## src/rtl/cpu_execute_stage.sv

```systemverilog
// RV32 execute stage: drives the ALU operands, resolves branches and jumps,
// and holds one instruction for memory/writeback behind a valid/ready handshake.
module cpu_execute_stage #(
    parameter logic [31:0] RESET_PC_TARGET = 32'h0
) (
    input  logic        i_clock,
    input  logic        i_reset,
    input  logic        i_valid,
    output logic        o_ready,
    input  logic [31:0] i_pc,
    input  logic [31:0] i_rs1,
    input  logic [31:0] i_rs2,
    input  logic [31:0] i_imm,
    input  logic [3:0]  i_alu_op,
    input  logic        i_op1_sel,
    input  logic        i_op2_sel,
    input  logic [1:0]  i_result_sel,
    input  logic [4:0]  i_rd,
    input  logic        i_branch,
    input  logic        i_jal,
    input  logic        i_jalr,
    input  logic        i_mem_read,
    input  logic        i_mem_write,
    output logic [3:0]  o_alu_op,
    output logic [31:0] o_alu_op1,
    output logic [31:0] o_alu_op2,
    input  logic [31:0] i_alu_result,
    input  logic [31:0] i_alu_shift_result,
    input  logic [31:0] i_alu_signed_sum,
    input  logic        i_alu_compare_result,
    output logic        o_valid,
    input  logic        i_ready,
    output logic [4:0]  o_rd,
    output logic [31:0] o_rd_value,
    output logic [31:0] o_mem_address,
    output logic [31:0] o_mem_wdata,
    output logic        o_mem_read,
    output logic        o_mem_write,
    output logic        o_redirect,
    output logic [31:0] o_redirect_target,
    output logic [31:0] o_executed_count
);

    logic        accept;
    logic        drop;
    logic        load;
    logic        taken;
    logic [31:0] pc_plus4;
    logic [31:0] branch_target;
    logic [31:0] target;
    logic [31:0] result;

    assign o_ready   = !o_valid || i_ready;
    assign o_alu_op  = i_alu_op;
    assign o_alu_op1 = i_op1_sel ? i_pc : i_rs1;
    assign o_alu_op2 = i_op2_sel ? i_imm : i_rs2;

    // An accept during the redirect cycle is a wrong-path fetch.
    assign accept = i_valid && o_ready;
    assign drop   = accept && o_redirect;
    assign load   = accept && !drop;

    assign pc_plus4      = i_pc + 32'd4;
    assign branch_target = i_pc + i_imm;

    always_comb begin
        taken  = i_jal || i_jalr || (i_branch && i_alu_compare_result);
        target = branch_target;
        if (i_jalr) begin
            target = i_alu_signed_sum & ~32'h1;
        end
    end

    always_comb begin
        result = i_alu_result;
        unique case (i_result_sel)
            2'd0: result = i_alu_result;
            2'd1: result = i_alu_shift_result;
            2'd2: result = {31'b0, i_alu_compare_result};
            2'd3: result = pc_plus4;
        endcase
    end

    always_ff @(posedge i_clock or posedge i_reset) begin
        if (i_reset) begin
            o_valid           <= 1'b0;
            o_rd              <= '0;
            o_rd_value        <= '0;
            o_mem_address     <= '0;
            o_mem_wdata       <= '0;
            o_mem_read        <= 1'b0;
            o_mem_write       <= 1'b0;
            o_redirect        <= 1'b0;
            o_redirect_target <= RESET_PC_TARGET;
            o_executed_count  <= '0;
        end else begin
            o_redirect <= load && taken;
            if (load) begin
                o_valid          <= 1'b1;
                o_rd             <= i_rd;
                o_rd_value       <= result;
                o_mem_address    <= i_alu_signed_sum;
                o_mem_wdata      <= i_rs2;
                o_mem_read       <= i_mem_read;
                o_mem_write      <= i_mem_write;
                o_executed_count <= o_executed_count + 32'd1;
                if (taken) begin
                    o_redirect_target <= target;
                end
            end else if (i_ready) begin
                o_valid <= 1'b0;
            end
        end
    end

endmodule

```

## config.mk

```make
export PLATFORM = sky130hd
export DESIGN_NAME = cpu_execute_stage
export DESIGN_NICKNAME = d
export VERILOG_FILES = /design/src/rtl/cpu_execute_stage.sv
export SDC_FILE = /design/constraint.sdc
export NUM_CORES = 1
export LEC_CHECK = 0
export ABC_CLOCK_PERIOD_IN_PS = 6050
export CAP_MARGIN = 30
export CORE_AREA = 2 2 188 190
export CTS_CLUSTER_DIAMETER = 50
export CTS_CLUSTER_SIZE = 30
export DETAILED_ROUTE_END_ITERATION = 7
export DIE_AREA = 0 0 190 192
export GPL_ROUTABILITY_DRIVEN = 0
export HOLD_SLACK_MARGIN = 0.08
export MAX_ROUTING_LAYER = met4
export PLACE_DENSITY = 0.61
export SLEW_MARGIN = 15
export SYNTH_ARGS = -nofsm -noshare
export SYNTH_HDL_FRONTEND = slang
export SYNTH_SLANG_ARGS = --single-unit
```

## constraint.sdc

```tcl
create_clock -name i_clock -period 6.05 [get_ports i_clock]
set_input_delay 1.815 -clock i_clock [delete_from_list [all_inputs] [get_ports i_clock]]
set_output_delay 1.815 -clock i_clock [all_outputs]
set_load 0.05 [all_outputs]
```

Word-level counts from Yosys, hierarchy flattened
Cells that the tools add are included.
- flip-flop bits (word level): 169
- latch bits: 0
- bits in writable memories: 0
- bits in read-only memories: 0
- input port bits: 247
- output and inout bits: 238
- word-level logic and storage cells: 35
- memories: 0
- $add $sub $neg: 3
- multiply operators: 0
- divide/modulo/power cells: 0
- $lt $le $gt $ge: 0
- equal/unequal tests: 3
- shift-type cells: 0
- mux-type cells: 6
- bitwise logic cells: 0
- reductions and logical operators: 13
- operators with widths (cell ; number):
    $pmux 32 s4 ; 1
    $mux 32 ; 3
    $add 32x1->32 const B ; 1
    $add 32x3->32 const B ; 1
    $add 32x32->32 ; 1
    $logic_and 1x1->1 ; 5
    $eq 2x2->1 const B ; 2
    $logic_or 1x1->1 ; 3
    $eq 2x1->1 const B ; 1
    $logic_not 1->1 ; 2
    $logic_not 2->1 ; 1
    $mux 1 ; 2
    $reduce_and 2->1 ; 1
    $reduce_bool 2->1 ; 1

Logic depth before layout (Yosys ltp)
- depth after elaboration: 7
- mapped depth: 10

Worst setup path after synthesis
OpenSTA, ideal clock, no wires.
- kind: input port to output port
- start: in i_op1_sel
- end: out o_alu_op1[10]
- arrival: 2828 ps
- required time: 4235 ps
- slack: 1407 ps
- stages: 3
- path buffers: 2
- cell sequence: clkbuf_1 > buf_1 > mux2_2
- longest elaborated chain between the ends: 1
- ends and longest elaborated chain (element ; RTL line ; RTL):
    from (decl) ; 15 ; input logic i_op1_sel,
    $mux 32 ; 55 ; assign o_alu_op1 = i_op1_sel ? i_pc : i_rs1;
    to (decl) ; 25 ; output logic [31:0] o_alu_op1,
Every way passes these cells.

Worst setup path after layout
- start: in i_pc[28]
- end: out o_alu_op1[28]
- longest elaborated chain between the ends: 1
- ends and longest elaborated chain (element ; RTL line ; RTL):
    from (decl) ; 10 ; input logic [31:0] i_pc,
    $mux 32 ; 55 ;
Every way passes these cells.

==> impl_metrics.yaml <==
pwr:
  power_density_nw_per_um2: 303
  ir_drop_uv: 191
  p_leak_nw: 6.92
worst_hold_path:
  hold_start: "o_mem_wdata[30]"
  min_path_type: "flip-flop to flip-flop"
  whs_path_depth: 2
  min_to: "o_mem_wdata[30]"
synth:
  yosysSeqAreaShare_pct: 41.2
  yosys_warnings: 0
  syn_area_um2: 10300
  synth_edf_count: 0
  async_reset_ff_share_pct: 100
  yosys_most_used_dff: "dfrtp_1"
  syn_area_per_cell_um2: 8.71
  yosys_register_bits: 169
  synth_cells: 1178
  yosys.cell_types.count: 56
  synth_nets: 1459
timing:
  skew_ns: 0.0154
  drv_slew: 0
  rsz0062_at_grt: "false"
  finalSetupViolations: 0
  finalHoldViolCount: 0
  fin_ws_ns: 0.597
  finalSetupTns_ns: 0
  timing.hold.ws_ns: 0.472
  period_share_pct: 90.1
  min_period_ns: 5.45
  max_freq_ghz: 0.183
  tightest_slew_ns: 0.856
  relSlewSlack_pct: 42.9
routing:
  ant_nets: 0
  finalWirelength_um: 44300
  vias: 10400
  via_per_inst: 4.96
  first_pass_iters: 5
  drt_iter0_drc: 522
  drc: 0
  post_drt_wl_per_cell_um: 21.1
clocking:
  post_cts_buffers: 0
  holdBufCountCts: 0
  cts_buffer_depth: 2
  ctsResizeCount: 0
  cts.sinks: 169
  cts_tree: "done"
  clockRootBuffer: "clkbuf_16"
  numCtsBuffers: 17
  clkSlewWorstSetupHoldPaths_ns: 0.06
  clk_latency_ns: 0.45
  h-tree-depth: 4
critical_path:
  rrSetupSlack_ns: 3.69
  crit_path_max_fanout: 4
  crit_arrival_ns: 3.64
  crit_chain: "clkdlybuf4s50_1, mux2_2, clkdlybuf4s50_1"
  r2r-start: "o_valid"
  critPathKind: "primary input to primary output"
  cpPeakStageDelay_ns: 0.79
  worstSetupStartpointType: "primary input"
  reg2regPathDepth: 7
  cp.buffers_inverters: 2
  cp-end-kind: "primary output"
  path_delay_family: "buffers and inverters"
  crit_required_ns: 4.24
  crit_top_cell: "clkdlybuf4s50_1"
  critPathSlowestCell: "clkdlybuf4s50_1"
  r2r_end: "o_redirect_target[29]"
final_layout:
  drive_gt1_share_pct: 8.78
  fin_cells: 2099
  finalNetCount: 1909
  layout-area-overhead-vs-synth_pct: 57.0
  mostFrequentLayoutCell: "clkdlybuf4s50_1"
  final_core_util_pct: 47.0
  layout.cells.most_common_list: "clkdlybuf4s50_1, nand2_1, dfrtp_1"
grt:
  met1_usage_pct: 29.7
  grt_busiest_layer: "met2"
  grt_max_degree: 115
  grt_util_met3_pct: 4.84
  grt_use_met2_pct: 40.8
  grt_antenna_before_repair: 3
  gr-usage-all-layers_pct: 24.7
  grt_pass1_wl_um: 64700
  grt_pass1_vias: 10300
  grt_overflow_total: 0
run:
  maxCapViolCount: 0
floorplan:
  die_h_um: 192
  die_x_um: 190
  core_area_um2: 34300
  initial_core_util_pct: 29.9
  rows: 68
  dieArea_um2: 36500
  pin_count: 485
placed_design:
  pre_cts_ws_ns: 0.585
  dpl.hpwl_um: 34800
  io_buffer_count: 476
  place_inst: 2064
run_status:
  status: "finished, final reports clean"
final cells by class:
cell class              instances  area, µm²
diodes                          3       7.51
clock buffers                  19        443
clock inverters                13        134
fillers                      3274      18200
inverters                      12       48.8
multi-input cells             929       5740
flip-flops and latches        169       4230
well taps                     455        569
repair buffers                499       4940
stage by stage:
stage	area [µm²]	total power, W
final	16100	0.00488
after global routing	16100	0.00511
after CTS	16100	0.00493
after detailed placement	15500	0.00380
after global placement	15500	0.00378
after floorplan	10300	0.00287
worst reg2reg max path: stages (launching register included):
cell      delay [ns]
dfrtp_1         0.39
nand2b_1        0.16
nor3b_4         0.41
o21ai_4         0.29
buf_4           0.31
a2111o_1        0.44
a21oi_1         0.14
a311oi_1        0.08
per-layer routing:
metal	share of wire, %	vias up
li1	-	4979
met1	41	4923
met2	49	438
met3	6.4	62
met4	3.4	0
met5	0	-
worst max path at each step:
stage,depth (start not counted),startpoint,to
2_1_floorplan,3,i_op1_sel,o_alu_op1[10]
3_3_place_gp,3,i_pc[28],o_alu_op1[28]
3_5_place_dp,3,i_pc[28],o_alu_op1[28]
4_1_cts,3,i_pc[28],o_alu_op1[28]
5_1_grt,3,i_pc[28],o_alu_op1[28]
6_report,3,i_pc[28],o_alu_op1[28]
logic make-up after synthesis:
| family | Yosys count | share of synthesized area, % |
|---|---|---|
| compound gates | 208 | 13.1 |
| xor+xnor | 82 | 7.00 |
| fa+ha+maj | 34 | 4.22 |
| buf+inv | 80 | 3.08 |
| flops | 169 | 41.2 |
| mux | 89 | 9.63 |
| simple gates | 516 | 21.8 |
sequential cells by signal, summed over array words and instances, names as in the netlist:
| name | flops |
|---|---|
| o_redirect | 1 |
| o_mem_read | 1 |
| o_mem_write | 1 |
| o_redirect_target | 32 |
| o_executed_count | 32 |
| o_valid | 1 |
| o_rd_value | 32 |
| o_mem_wdata | 32 |
| o_rd | 5 |
| o_mem_address | 32 |
report_power, final:
group          total [W]  switching, W  leakage [nW]  internal (W)
registers        0.00147      0.000129          2.11       0.00134
logic            0.00230       0.00150          4.53      0.000794
clock network    0.00111      0.000520         0.284      0.000592
synth_stat cells (all sizes together), types with 19 or more instances:
cell type  number  area share (%)
nand2         294              11
dfrtp         169              41
nor2          100             3.7
a21oi          77             3.8
mux2           68             7.5
o21ai          52             2.5
xnor2          50             4.3
clkbuf         49             1.8
ha             33             4.0
nand3          33             1.6
xor2           32             2.7
and3           24             1.5
a221oi         21             1.8
mux2i          20             2.0
buf            19            0.85
Power figures use the tool's default switching activity.
